File: config.mk
export PLATFORM = sky130hd
export DESIGN_NAME = comp_cic_fir
export DESIGN_NICKNAME = d
export VERILOG_FILES = /design/src/rtl/comp_cic_pkg.sv /design/src/rtl/comp_cic_mac_acc.sv /design/src/rtl/comp_cic_fir.sv
export SDC_FILE = /design/constraint.sdc
export NUM_CORES = 2
export LEC_CHECK = 0
export ABC_AREA = 1
export BUFFER_PORTS_ARGS = -buffer_cell sky130_fd_sc_hd__buf_2
export CAP_MARGIN = 15
export CORE_MARGIN = 2
export CORE_UTILIZATION = 30
export DETAILED_ROUTE_END_ITERATION = 8
export PLACE_DENSITY_LB_ADDON = 0.1
export SKIP_LAST_GASP = 1
export SYNTH_ARGS = -nofsm -noshare
export SYNTH_HDL_FRONTEND = slang
export SYNTH_SLANG_ARGS = --single-unit
File: constraint.sdc
create_clock -name clk -period 9.65 [get_ports clk]
set_input_delay 0.965 -clock clk [delete_from_list [all_inputs] [get_ports clk]]
set_output_delay 0.965 -clock clk [all_outputs]
set_load 0.02 [all_outputs]
File: src/rtl/comp_cic_pkg.sv
// Shared types and width helpers for the compensation FIR.
package comp_cic_pkg;

   // Sequencer states: wait for a sample, run the taps, round the result.
   typedef enum logic [1:0] {
      IDLE  = 2'd0,
      MAC   = 2'd1,
      ROUND = 2'd2
   } fir_state_e;

   // Ceiling log2; returns 0 for values of 0 or 1.
   function automatic int clog2_f(input int value);
      int r;
      r = 0;
      for (int i = 0; i < 31; i++) begin
         if ((32'sd1 <<< i) < value) begin
            r = i + 1;
         end
      end
      return r;
   endfunction

   // Index width that never collapses to zero bits.
   function automatic int width_f(input int value);
      int r;
      r = clog2_f(value);
      return (r < 1) ? 1 : r;
   endfunction

   // Larger of two integers.
   function automatic int max_f(input int a, input int b);
      return (a > b) ? a : b;
   endfunction

endpackage

File: src/rtl/comp_cic_mac_acc.sv
// Signed full-precision multiply-accumulate with synchronous clear and enable.
module comp_cic_mac_acc
   import comp_cic_pkg::*;
#(
   parameter int Win    = 16,
   parameter int Wcoef  = 18,
   parameter int Waccum = 38
) (
   input  logic                     clk,
   input  logic                     rst_n,
   input  logic                     clr,
   input  logic                     en,
   input  logic signed [Win-1:0]    sample,
   input  logic signed [Wcoef-1:0]  coef,
   output logic signed [Waccum-1:0] acc
);

   localparam int WP = Win + Wcoef;

   logic signed [WP-1:0]     sample_ext_s;
   logic signed [WP-1:0]     coef_ext_s;
   logic signed [WP-1:0]     prod_s;
   logic signed [Waccum-1:0] prod_ext_s;
   logic signed [Waccum-1:0] acc_r;

   // Product at full width, then sign-extended to the accumulator width.
   always_comb begin
      sample_ext_s = {{Wcoef{sample[Win-1]}}, sample};
      coef_ext_s   = {{Win{coef[Wcoef-1]}}, coef};
      prod_s       = sample_ext_s * coef_ext_s;
      prod_ext_s   = {{(Waccum-WP){prod_s[WP-1]}}, prod_s};
   end

   // Accumulator: clear wins over enable, otherwise hold.
   always_ff @(posedge clk or negedge rst_n) begin
      if (!rst_n) begin
         acc_r <= '0;
      end else if (clr) begin
         acc_r <= '0;
      end else if (en) begin
         acc_r <= acc_r + prod_ext_s;
      end
   end

   assign acc = acc_r;

endmodule

File: src/rtl/comp_cic_fir.sv
// Multi-channel compensation FIR: one shared coefficient set, per-channel
// circular delay lines, one serial MAC, round/saturate on the way out.
module comp_cic_fir
   import comp_cic_pkg::*;
#(
   parameter int Win    = 16,
   parameter int Wcoef  = 18,
   parameter int Wout   = 16,
   parameter int NTAPS  = 16,
   parameter int NCH    = 2,
   parameter int SHIFT  = 17,
   // derived widths, not meant to be overridden
   parameter int AW     = clog2_f(NTAPS),
   parameter int Waccum = Win + Wcoef + clog2_f(NTAPS),
   parameter int CW     = width_f(NCH)
) (
   input  logic                    clk,
   input  logic                    ic_rst_n,
   input  logic signed [Win-1:0]   id_in,
   input  logic [CW-1:0]           ic_ch,
   input  logic                    ic_valid,
   output logic                    oc_ready,
   input  logic                    ic_coef_we,
   input  logic [AW-1:0]           ic_coef_addr,
   input  logic signed [Wcoef-1:0] id_coef,
   output logic signed [Wout-1:0]  od_out,
   output logic [CW-1:0]           oc_ch,
   output logic                    oc_valid,
   output logic                    oc_sat
);

   localparam int RW  = max_f(Waccum + 1, Wout + 1);
   localparam int RSH = (SHIFT > 0) ? SHIFT - 1 : 0;
   localparam logic [CW:0]            NCH_C    = (CW+1)'(NCH);
   localparam logic [AW:0]            NTAPS_C  = (AW+1)'(NTAPS);
   localparam logic [AW-1:0]          LAST_TAP = AW'(NTAPS - 1);
   localparam logic signed [RW-1:0]   ONE_C    = {{(RW-1){1'b0}}, 1'b1};
   localparam logic signed [RW-1:0]   RND_C    = (SHIFT > 0) ? (ONE_C << RSH) : {RW{1'b0}};
   localparam logic signed [RW-1:0]   SAT_MAX  = {{(RW-Wout+1){1'b0}}, {(Wout-1){1'b1}}};
   localparam logic signed [RW-1:0]   SAT_MIN  = {{(RW-Wout+1){1'b1}}, {(Wout-1){1'b0}}};

   fir_state_e               state_r;
   fir_state_e               state_s;
   logic                     ready_r;
   logic [AW-1:0]            tap_r;
   logic [AW-1:0]            base_r;
   logic [CW-1:0]            ch_r;
   logic [AW-1:0]            ptr_r [NCH];
   logic signed [Win-1:0]    dl_r [NCH][NTAPS];
   logic signed [Wcoef-1:0]  coef_r [NTAPS];

   logic                     ch_ok_s;
   logic                     accept_s;
   logic                     coef_ok_s;
   logic                     mac_en_s;
   logic [AW:0]              rd_wrap_s;
   logic [AW-1:0]            rd_idx_s;
   logic signed [Win-1:0]    mac_x_s;
   logic signed [Wcoef-1:0]  mac_c_s;
   logic signed [Waccum-1:0] acc_s;

   logic signed [RW-1:0]     rnd_sum_s;
   logic signed [RW-1:0]     rnd_shift_s;
   logic signed [Wout-1:0]   rnd_out_s;
   logic                     rnd_sat_s;

   logic                     fire_r;
   logic signed [Wout-1:0]   res_r;
   logic                     res_sat_r;
   logic [CW-1:0]            res_ch_r;

   // Qualify sample offers and coefficient writes; both only land in IDLE.
   always_comb begin
      ch_ok_s   = ({1'b0, ic_ch} < NCH_C);
      accept_s  = ic_valid & ready_r & ch_ok_s;
      coef_ok_s = ic_coef_we & ready_r & ({1'b0, ic_coef_addr} < NTAPS_C);
      mac_en_s  = (state_r == MAC);
   end

   // Next-state logic for the IDLE -> MAC -> ROUND loop.
   always_comb begin
      state_s = state_r;
      case (state_r)
         IDLE: begin
            if (accept_s) state_s = MAC;
            else          state_s = IDLE;
         end
         MAC: begin
            if (tap_r == LAST_TAP) state_s = ROUND;
            else                   state_s = MAC;
         end
         ROUND:   state_s = IDLE;
         default: state_s = IDLE;
      endcase
   end

   // State register; ready is registered alongside it so it is glitch-free.
   always_ff @(posedge clk or negedge ic_rst_n) begin
      if (!ic_rst_n) begin
         state_r <= IDLE;
         ready_r <= 1'b1;
      end else begin
         state_r <= state_s;
         ready_r <= (state_s == IDLE);
      end
   end

   assign oc_ready = ready_r;

   // Per-run context: tap counter, newest-sample slot and channel.
   always_ff @(posedge clk or negedge ic_rst_n) begin
      if (!ic_rst_n) begin
         tap_r  <= '0;
         base_r <= '0;
         ch_r   <= '0;
      end else if (accept_s) begin
         tap_r  <= '0;
         base_r <= ptr_r[ic_ch];
         ch_r   <= ic_ch;
      end else if (state_r == MAC) begin
         tap_r  <= (tap_r == LAST_TAP) ? '0 : tap_r + AW'(1);
      end
   end

   // Delay lines: accepted sample overwrites the oldest slot, pointer wraps.
   always_ff @(posedge clk or negedge ic_rst_n) begin
      if (!ic_rst_n) begin
         for (int c = 0; c < NCH; c++) begin
            ptr_r[c] <= '0;
            for (int t = 0; t < NTAPS; t++) begin
               dl_r[c][t] <= '0;
            end
         end
      end else if (accept_s) begin
         dl_r[ic_ch][ptr_r[ic_ch]] <= id_in;
         ptr_r[ic_ch] <= (ptr_r[ic_ch] == LAST_TAP) ? '0 : ptr_r[ic_ch] + AW'(1);
      end
   end

   // Coefficient bank, shared by all channels.
   always_ff @(posedge clk or negedge ic_rst_n) begin
      if (!ic_rst_n) begin
         for (int t = 0; t < NTAPS; t++) begin
            coef_r[t] <= '0;
         end
      end else if (coef_ok_s) begin
         coef_r[ic_coef_addr] <= id_coef;
      end
   end

   // Tap k reads x[n-k]: walk backwards from the newest slot, modulo NTAPS.
   always_comb begin
      rd_wrap_s = '0;
      if (tap_r <= base_r) begin
         rd_idx_s = base_r - tap_r;
      end else begin
         rd_wrap_s = {1'b0, base_r} + NTAPS_C - {1'b0, tap_r};
         rd_idx_s  = rd_wrap_s[AW-1:0];
      end
      mac_x_s = dl_r[ch_r][rd_idx_s];
      mac_c_s = coef_r[tap_r];
   end

   comp_cic_mac_acc #(
      .Win    (Win),
      .Wcoef  (Wcoef),
      .Waccum (Waccum)
   ) u_mac (
      .clk    (clk),
      .rst_n  (ic_rst_n),
      .clr    (accept_s),
      .en     (mac_en_s),
      .sample (mac_x_s),
      .coef   (mac_c_s),
      .acc    (acc_s)
   );

   // Round half-up, arithmetic shift, clip to the output range.
   always_comb begin
      rnd_sum_s   = {{(RW-Waccum){acc_s[Waccum-1]}}, acc_s} + RND_C;
      rnd_shift_s = rnd_sum_s >>> SHIFT;
      if (rnd_shift_s > SAT_MAX) begin
         rnd_out_s = SAT_MAX[Wout-1:0];
         rnd_sat_s = 1'b1;
      end else if (rnd_shift_s < SAT_MIN) begin
         rnd_out_s = SAT_MIN[Wout-1:0];
         rnd_sat_s = 1'b1;
      end else begin
         rnd_out_s = rnd_shift_s[Wout-1:0];
         rnd_sat_s = 1'b0;
      end
   end

   // Capture the rounded result as ROUND ends.
   always_ff @(posedge clk or negedge ic_rst_n) begin
      if (!ic_rst_n) begin
         fire_r    <= 1'b0;
         res_r     <= '0;
         res_sat_r <= 1'b0;
         res_ch_r  <= '0;
      end else begin
         fire_r <= (state_r == ROUND);
         if (state_r == ROUND) begin
            res_r     <= rnd_out_s;
            res_sat_r <= rnd_sat_s;
            res_ch_r  <= ch_r;
         end
      end
   end

   // Publish one cycle later so oc_valid lands NTAPS+2 edges after accept;
   // data outputs hold until the next strobe.
   always_ff @(posedge clk or negedge ic_rst_n) begin
      if (!ic_rst_n) begin
         oc_valid <= 1'b0;
         od_out   <= '0;
         oc_ch    <= '0;
         oc_sat   <= 1'b0;
      end else begin
         oc_valid <= fire_r;
         if (fire_r) begin
            od_out <= res_r;
            oc_ch  <= res_ch_r;
            oc_sat <= res_sat_r;
         end
      end
   end

endmodule
==> flow_summary.yaml <==
detailed_routing:
  dr.first_iter.drc_count: 3341
  final_antenna_net_count: 0
  avgViaCountPerCell: 4.92
  via_count: 43100
  drc: 0
  dr.pass1.iters: 5
  wl_um: 186000
  avgRoutedWirePerCell_um: 21.2
place:
  placed_cell_area_mm2: 0.0564
  place.gp.congestion: 0.899
  numPortBuffers: 62
  hpwl_um: 122000
cells_and_area:
  layout-drive-gt1-share_pct: 7.81
  final_cell_mix: "1940 x nand2_1, 892 x dfrtp_1, 854 x o21ai_0"
  nNetsFinal: 6831
  seqCellArea_mm2: 0.0224
  layout_commonest_cell: "nand2_1"
  fin_area_mm2: 0.0602
  area_growth_pct: 11.9
  finalCoreUtilization_pct: 33.8
  multi_input_comb_area_mm2: 0.0272
  nFillCells: 18900
critical_path:
  max_stage_delay_ns: 0.78
  cp-start-kind: "register"
  required_ns: 10.24
  crit_path_max_fanout: 20
  cpMaxStageDelayCell: "fa_4"
  crit_arrival_ns: 9.33
  crit_type: "register to register"
  end_kind: "register"
timing:
  rsz0062_at_grt: "false"
  period_share_pct: 90.6
  fin_tns_setup_ns: 0
  maxSlewViolCount: 0
  relSlewSlack_pct: 29.7
  whs_ns: 0.189
  setup_viol: 0
  max_freq_mhz: 114
  hold_viol_final: 0
  clock_skew_ns: 0.0689
  fin_crit_ns: 8.74
  worst_pin_slew_ns: 1.06
floorplan:
  die_area_mm2: 0.183
  die_h_um: 427
  num_rows: 155
  coreArea_mm2: 0.178
  io_pins: 63
  die_w_um: 427
  start_util_pct: 30.2
cts:
  cts_buffers: 110
  clock_path_buffers: 3
  hold_buffers: 0
  cts_setup_buffers: 0
  cts_sinks: 896
  path_clk_slew_ns: 0.06
  cts_resized: 0
  h-tree-depth: 3
  cts_tree: "done"
  insertion_delay_ns: 0.78
  cts_root_buf: "clkbuf_16"
synth:
  syn_avg_cell_area_um2: 8.39
  ys_seq_elements: 896
  synth_cell_types: 56
  synthesis.area_mm2: 0.0538
  ys_seq_area_share_pct: 41.7
  ys_warn_count: 0
  synthesis.nets: 6917
  syn_inst: 6409
outcome:
  status: "completed"
grt:
  grt_pass1_wl_um: 286000
  grt_start_max_net_pins: 146
  grtUsageTotal_pct: 20.6
  grt-ovfl-total: 0
  antenna_found_initial: 4
  first_global_vias: 43400
run:
  cap_viol_max_count: 0
min_path:
  hold_path_class: "primary input to asynchronous set/reset pin"
critical path: cells and delay by family, from the launching register on:
kind | cells | cell delay (ns)
AO/OA/AOI/OAI | 7 | 2.28
buffers and inverters | 9 | 1.06
AND/OR/NAND/NOR | 3 | 0.49
adder cells (fa/ha/maj) | 9 | 4.26
flip-flops | 1 | 0.48
cells by family after synthesis:
kind of cell / Yosys count / synth area share, %
AND/OR/NAND/NOR: 2537 / 18.7
AO/OA/AOI/OAI: 1481 / 15.2
buffers and inverters: 986 / 7.86
flip-flops: 896 / 41.7
adder cells (fa/ha/maj): 465 / 15.6
XOR/XNOR: 26 / 0.486
multiplexers: 18 / 0.377
final timing paths:
kind	cells past startpoint	start	slack [ns]	end
hold / removal	1	ic_rst_n	0.19	dl_r[232]
setup / recovery	28	tap_r[0]	0.91	u_mac.acc[19]
min in group clk	2	res_r[7]	0.47	res_r[7]
max in group asynchronous	3	ic_rst_n	7.22	coef_r[118]
setup reg to reg	28	tap_r[0]	0.91	u_mac.acc[19]
hold reg to reg	2	res_r[7]	0.47	res_r[7]
metal layers:
| layer | routed length (µm) | GRT usage, % | up-vias |
|---|---|---|---|
| met5 | 0 | 0 | - |
| met4 | 3760 | 4.34 | 0 |
| met3 | 7670 | 2.35 | 195 |
| met2 | 81900 | 31.6 | 856 |
| met1 | 92600 | 31.1 | 21600 |
| li1 | - | - | 20500 |
layout make-up:
cell class | instances | share of cell area, %
Antenna cell | 2 | 0.00831
Clock buffer | 172 | 5.56
Clock inverter | 31 | 0.707
Inverter | 572 | 3.60
Multi-Input combinational cell | 4527 | 45.2
Sequential cell | 896 | 37.3
Tap cell | 2355 | 4.89
Timing Repair Buffer | 216 | 2.79
per-stage QoR:
step	worst slack, ns	cells
detailed placement	0.933	8566
global route	0.443	8769
global placement	0.894	8566
finish	0.906	8771
floorplan	2.20	6409
CTS	0.890	8769
cells in the mapped netlist (all sizes together):
cell	instances	area (µm²)
nand2	1947	7320
o21ai	957	4890
dfrtp	895	22400
inv	570	2150
fa	346	6930
a21oi	320	1600
nor2	316	1230
nand3	243	1320
buf	219	1340
clkbuf	195	732
ha	119	1490
a22oi	99	743
a31oi	19	228
mux2	18	203
a32o	17	170
a32oi	17	149
xor2	16	159
o221ai	14	123
nor3	12	65.1
o311ai	12	105
xnor2	10	103
nand4	8	50.1
o31ai	7	52.6
a22o	5	43.8
o22ai	5	31.3
nand3b	4	30.0
o211ai	4	30.0
or2	3	18.8
and2	2	12.5
clkinv	2	7.51
nor4	2	12.5
o21bai	2	15.0
a21boi	1	7.51
a21o	1	7.51
dfstp	1	26.3
o32ai	1	8.76
sequential cells by signal, summed over array words and instances (netlist names):
name       flops
dl_r         512
coef_r       288
u_mac.acc     38
od_out        16
res_r         16
ptr_r          8
base_r         4
tap_r          4
state_r        2
ch_r           1
fire_r         1
oc_ch          1
oc_ready       1
oc_sat         1
oc_valid       1
res_ch_r       1
res_sat_r      1
Power is left out: the tool's default activity adds up to more than one toggle a clock period on the data nets, which glitch-free logic cannot reach.
